[config.mk]
export PLATFORM = sky130hd
export DESIGN_NAME = bsg_link_sdr_vc_upstream
export DESIGN_NICKNAME = d
export VERILOG_FILES = /design/src/rtl/bsg_link_sdr_vc_pkg.sv /design/src/rtl/bsg_link_sdr_vc_credit_counter.sv /design/src/rtl/bsg_link_sdr_vc_upstream.sv
export SDC_FILE = /design/constraint.sdc
export NUM_CORES = 1
export LEC_CHECK = 0
export ABC_AREA = 1
export BUFFER_PORTS_ARGS = -buffer_cell sky130_fd_sc_hd__buf_2
export CAP_MARGIN = 20
export CORE_MARGIN = 3
export CORE_UTILIZATION = 24
export DETAILED_ROUTE_END_ITERATION = 7
export GPL_TIMING_DRIVEN = 0
export PLACE_DENSITY = 0.45
export SYNTH_ARGS = -nofsm -noshare
export SYNTH_HDL_FRONTEND = slang
export SYNTH_HIERARCHICAL = 1
export SYNTH_SLANG_ARGS = --single-unit
[constraint.sdc]
create_clock -name core_clk_i -period 4.1 [get_ports core_clk_i]
set_input_delay 0 -clock core_clk_i [delete_from_list [all_inputs] [get_ports core_clk_i]]
set_output_delay 0 -clock core_clk_i [all_outputs]
set_load 0.02 [all_outputs]
[src/rtl/bsg_link_sdr_vc_pkg.sv]
// Shared constants and helpers for the SDR virtual-channel link upstream.
//   stat_width_lp : width of each per-VC sent-word counter
//   vc_id_width() : width of a VC id, never less than one bit
package bsg_link_sdr_vc_pkg;

  localparam int stat_width_lp = 32;

  function automatic int vc_id_width(input int channels);
    return (channels > 1) ? $clog2(channels) : 1;
  endfunction

endpackage

[src/rtl/bsg_link_sdr_vc_credit_counter.sv]
// One per-VC credit counter.
//   clk_i, rst_n_i : clock, asynchronous active-low reset
//   grant_i        : a word for this VC was accepted this cycle (-1 credit)
//   token_i        : token pulse from the receiver (+2^decimation credits)
//   avail_o        : credit is non-zero, so the VC may be granted
// Resets to a full buffer's worth of credit (2^lg_fifo_depth_p).
module bsg_link_sdr_vc_credit_counter #(
  parameter int lg_fifo_depth_p                 = 3,
  parameter int lg_credit_to_token_decimation_p = 0
) (
  input  logic clk_i,
  input  logic rst_n_i,
  input  logic grant_i,
  input  logic token_i,
  output logic avail_o
);

  localparam int cw_lp = lg_fifo_depth_p + 1;
  // One spare bit so an over-return is visible before saturation.
  localparam int sw_lp = cw_lp + 1;
  localparam logic [sw_lp-1:0] max_lp = sw_lp'(1) << lg_fifo_depth_p;
  localparam logic [sw_lp-1:0] inc_lp = sw_lp'(1) << lg_credit_to_token_decimation_p;

  logic [cw_lp-1:0] credit_q, credit_d;
  logic [sw_lp-1:0] sum;
  logic             overflow;

  // Grant never happens at zero credit, so the subtraction cannot wrap.
  always_comb begin
    sum = {1'b0, credit_q};
    if (token_i) sum = sum + inc_lp;
    if (grant_i) sum = sum - sw_lp'(1);
    overflow = (sum > max_lp);
    credit_d = overflow ? max_lp[cw_lp-1:0] : sum[cw_lp-1:0];
  end

  always_ff @(posedge clk_i or negedge rst_n_i) begin
    if (!rst_n_i) credit_q <= max_lp[cw_lp-1:0];
    else          credit_q <= credit_d;
  end

  assign avail_o = (credit_q != '0);

`ifndef SYNTHESIS
  always @(posedge clk_i) begin
    if (rst_n_i) begin
      assert (!overflow)
        else $error("credit counter: token returned more credit than the receiver buffer holds");
    end
  end
`endif

endmodule

[src/rtl/bsg_link_sdr_vc_upstream.sv]
// Credit-based virtual-channel multiplexer onto a single SDR link.
//   core_clk_i, core_reset_n_i : clock, asynchronous active-low reset
//   core_v_i / core_data_i     : per-VC offered words (VC i at [i*width_p +: width_p])
//   core_yumi_o                : one-hot-or-zero accept, combinational
//   link_v_o / link_data_o / link_vc_o : registered link word, 1-cycle latency
//   link_token_i               : per-VC credit return pulses (synchronous)
//   stat_sent_o                : per-VC sent-word counters
// Optional feature: define BSG_LINK_SDR_VC_STATS_EN to build the sent-word
// counters; otherwise stat_sent_o is constant zero.
module bsg_link_sdr_vc_upstream
  import bsg_link_sdr_vc_pkg::*;
#(
  parameter int width_p                         = 32,
  parameter int channels_p                      = 2,
  parameter int lg_fifo_depth_p                 = 3,
  parameter int lg_credit_to_token_decimation_p = 0
) (
  input  logic                                core_clk_i,
  input  logic                                core_reset_n_i,
  input  logic [channels_p-1:0]               core_v_i,
  input  logic [channels_p*width_p-1:0]       core_data_i,
  output logic [channels_p-1:0]               core_yumi_o,
  output logic                                link_v_o,
  output logic [width_p-1:0]                  link_data_o,
  output logic [vc_id_width(channels_p)-1:0]  link_vc_o,
  input  logic [channels_p-1:0]               link_token_i,
  output logic [channels_p*stat_width_lp-1:0] stat_sent_o
);

  localparam int vc_w_lp = vc_id_width(channels_p);

  logic [channels_p-1:0] credit_avail;
  logic [channels_p-1:0] eligible;
  logic [channels_p-1:0] grant_vec;
  logic                  any_grant;
  logic [vc_w_lp-1:0]    grant_id;
  logic [vc_w_lp-1:0]    idx;

  logic [vc_w_lp-1:0]    last_q, last_d;
  logic                  link_v_q, link_v_d;
  logic [width_p-1:0]    link_data_q, link_data_d;
  logic [vc_w_lp-1:0]    link_vc_q, link_vc_d;

  for (genvar i = 0; i < channels_p; i++) begin : g_credit
    bsg_link_sdr_vc_credit_counter #(
      .lg_fifo_depth_p                (lg_fifo_depth_p),
      .lg_credit_to_token_decimation_p(lg_credit_to_token_decimation_p)
    ) u_credit (
      .clk_i  (core_clk_i),
      .rst_n_i(core_reset_n_i),
      .grant_i(grant_vec[i]),
      .token_i(link_token_i[i]),
      .avail_o(credit_avail[i])
    );
  end

  // Reset gates eligibility so no word is accepted while reset is held.
  assign eligible = core_v_i & credit_avail & {channels_p{core_reset_n_i}};

  // Round-robin: scan from last_q+1 upward, wrapping, first eligible wins.
  always_comb begin
    grant_vec = '0;
    grant_id  = last_q;
    any_grant = 1'b0;
    idx       = '0;
    for (int k = 1; k <= channels_p; k++) begin
      idx = vc_w_lp'((int'(last_q) + k) % channels_p);
      if (!any_grant && eligible[idx]) begin
        any_grant      = 1'b1;
        grant_id       = idx;
        grant_vec[idx] = 1'b1;
      end
    end
  end

  assign core_yumi_o = grant_vec;

  always_comb begin
    last_d      = any_grant ? grant_id : last_q;
    link_v_d    = any_grant;
    link_data_d = any_grant ? core_data_i[int'(grant_id)*width_p +: width_p] : link_data_q;
    link_vc_d   = any_grant ? grant_id : link_vc_q;
  end

  always_ff @(posedge core_clk_i or negedge core_reset_n_i) begin
    if (!core_reset_n_i) begin
      last_q      <= vc_w_lp'(channels_p - 1);
      link_v_q    <= 1'b0;
      link_data_q <= '0;
      link_vc_q   <= '0;
    end else begin
      last_q      <= last_d;
      link_v_q    <= link_v_d;
      link_data_q <= link_data_d;
      link_vc_q   <= link_vc_d;
    end
  end

  assign link_v_o    = link_v_q;
  assign link_data_o = link_data_q;
  assign link_vc_o   = link_vc_q;

`ifdef BSG_LINK_SDR_VC_STATS_EN
  logic [stat_width_lp-1:0] stat_q [channels_p];
  logic [stat_width_lp-1:0] stat_d [channels_p];

  always_comb begin
    for (int i = 0; i < channels_p; i++) begin
      stat_d[i] = stat_q[i] + stat_width_lp'(grant_vec[i]);
    end
  end

  always_ff @(posedge core_clk_i or negedge core_reset_n_i) begin
    if (!core_reset_n_i) begin
      for (int i = 0; i < channels_p; i++) stat_q[i] <= '0;
    end else begin
      for (int i = 0; i < channels_p; i++) stat_q[i] <= stat_d[i];
    end
  end

  for (genvar i = 0; i < channels_p; i++) begin : g_stat
    assign stat_sent_o[i*stat_width_lp +: stat_width_lp] = stat_q[i];
  end
`else
  assign stat_sent_o = '0;
`endif

endmodule

==> metrics.md <==
| Metric | Value |
|---|---|
| Final-stage net count | 746 |
| Final ANT Viol Nets | 0 |
| Setup TNS | 0 ns |
| Clock Path Buffers | 2 |
| Final Wtd Congestion | 0.8853 |
| # IOs | 170 |
| Fin Hold WS | between 0.01 and 0.015 ns |
| Global route overflow | 0 |
| Predominant post-synthesis flop cell | dfrtp_1 |
| Ys async rst share | 100.0% |
| Final antenna diode count | 0 |
| Max cap viols | 0 |
| Switching Share | ~47% |
| Skew-Pair Late Insertion Delay | between 0.2 and 0.3 ns |
| Initial DRC count | 136 |
| Design area | roughly 4600 um^2 |
| Die X | ~120 um |
| Inst Count DP | between 800 and 900 |
| Pwr Density | around 580 nW/um^2 |
| Status | completed |
| Clock Tree Root | clkbuf_16 |
| DRT Pass-1 Iters | 7 |
| Post-detailed-route wirelength per cell | ~12 um |
| DR DRC count | 0 |
| Post-CTS Setup Bufs | 0 |
| WS Path Type | in2reg |
| Crit path DAT | 2.53 ns |
| WP data required | roughly 4.3 ns |
| Element type at the critical path end | flop |
| Sequential area share after synthesis | between 30% and 40% |
| Worst hold-check path type | in2reg |
| CTS tree | built |
| Via count | ~3400 |
| Unique masters post-synth | 25 |
| Final setup viols | 0 |
| Fin cells | about 850 |
| Area after DPL | 4368 um^2 |
| Total power | 2.647 mW |
| Most frequent cells in the layout | 168 x nand2_1, 119 x buf_2, 67 x buf_4 |
| Number of H-tree levels | 2 |
| HPWL after DPL | a little under 8000 um |
| Yosys warns | 6 |
| Lkg Pwr | between 2 and 3 nW |
| Initial antenna violation count | 0 |
| Reg2reg setup slack | between 1.5 and 2 ns |
| Mapped Avg Cell Area | just under 7 um^2 |
| CTS sink cnt | between 40 and 50 |
| Final hold violations | 0 |
| Post-route minimum period | 2.347 ns |
| Clk_skew | approximately 0.0040 ns |
| Core ar. | 13510 um^2 |
| Crit-path max FO | 31 |
| Drt via density | between 4 and 5 |
| Final wirelength | 9759 um |
| GR Util All Layers | between 10% and 20% |
| Buffers on Ports | roughly 100 |
| Setup crit start kind | primary input |
| Fmax | between 0.4 and 0.5 GHz |
| Mapped Cells | between 400 and 500 |
| CTS Buf Count | 5 |
| Cell area after synthesis | 3391 um^2 |
| Commonest non-fill, non-tap cell in the layout | nand2_1 |
| Layout cells sized above 1 | around a third |
| Sw power | 1.250 mW |
| Number of synthesized flops with an enable pin | 0 |
| Part of the power in registers | 28.4% |
| P_int | around 1.4 mW |
| Pins Over Slew Limit | 0 |
| Vias in the first global route | ~3400 |
| Core Rows | between 40 and 50 |
| Final Cycle Share | between 50% and 60% |
| Clk slew on worst S/H paths | roughly 0.06 ns |
| Global-route wire length before repair | approximately 16000 um |
| RSZ-0062 raised after global routing | false |
| Flops & latches, synth | between 40 and 50 |
| Die height | roughly 120 um |
| Maximum VDD drop | ~240 uV |
| Area growth syn-to-layout | 34.32% |
| Largest net degree at the start of global routing | 45 |
| Power share of the clock group | approximately 16% |
| Starting Density | about 25% |
| Combinational share of power | 55.5% |
| Total die area | 15590 um^2 |
## metal layers
metal  vias up  share of wire [%]  track usage (%)
met5         -                  0                0
met4         0                1.7            3.125
met3        16                7.9            3.087
met2       145                 45            20.83
met1      1490                 45            15.75
li1       1756                  -                -
## cells by family (layout without fill, tap and decap cells)
logic type	count (synthesis)	in the layout	synth area share, %
and+or+nand+nor	281	281	37.97
adders and majority gates	6	6	2.214
AOI/OAI and AO/OA	12	12	2.288
other	1	64	0.1106
buffers and inverters	151	265	25.57
DFF	43	43	31.85
## stage by stage
step                      setup WS [ns]  util, %
after detailed placement          1.559    32.34
after global routing              1.485    33.72
final                             1.753    33.72
after global placement            1.603    32.34
after CTS                         1.327    33.57
after floorplan                   1.944        -
## cell usage after synthesis (3+ instances only)
cell        n  area [um^2]
nand3_1    44        220.2
o21bai_1    4        30.03
buf_6       4        45.04
nor2_1     12        45.04
nand2_2    19        118.9
nand2_1   168        630.6
inv_1      57        214.0
dfstp_2     3        78.83
dfrtp_1    40         1001
buf_4      67        503.0
inv_2       6        22.52
buf_2      15        75.07
ha_1        6        75.07
nand4_1    32        200.2
## sequential cells by signal (all words and copies together) (netlist names)
signal	count
link_vc_o	1
last_q	1
link_v_o	1
g_credit.u_credit/credit_q	8
link_data_o	32
## repair_timing
action                    CTS  global route
hold endpoints to repair   40             0
hold buffers                1             0
gates resized for setup     0             0
## area by class of cell
class / instances / area (um^2)
Timing Repair Buffer: 106 / 550.5
Multi-Input combinational cell: 363 / 1680
Fill cell: 1504 / 8951
Tap cell: 176 / 220.2
Clock buffer: 8 / 156.4
Sequential cell: 43 / 1080
Buffer: 88 / 630.6
Inverter: 63 / 236.5
## path summary, 6_finish.rpt
| check | from | end | depth (start not counted) |
|---|---|---|---|
| hold / removal | core_data_i[23] | link_data_o[23] | 5 |
| hold reg to reg | link_data_o[13] | link_data_o[13] | 2 |
| setup / recovery | core_reset_n_i | g_credit[1].u_credit/credit_q[1] | 13 |
| min in group asynchronous | core_reset_n_i | g_credit[0].u_credit/credit_q[2] | 2 |
| max in group asynchronous | core_reset_n_i | last_q | 3 |
| setup reg to reg | g_credit[1].u_credit/credit_q[0] | g_credit[1].u_credit/credit_q[1] | 13 |
## power groups by stage
stage	clock network, mW	registers (mW)	logic, mW
floorplan	0	0.950	0.849
global placement	0	0.758	1.46
detailed placement	0	0.758	1.48
CTS	0.444	0.755	1.49
global route	0.458	0.779	1.66
finish	0.425	0.753	1.47
## critical path, stage by stage
cell	delay, ns
dlygate4sd3_1	0.52
buf_2	0.33
buf_12	0.26
buf_6	0.18
nand3_2	0.11
a21oi_1	0.42
nand2_1	0.14
inv_1	0.09
nand2_2	0.06
o21bai_1	0.17
nand2_2	0.10
nand2_1	0.09
nor2_2	0.03
Power figures use the tool's default switching activity.
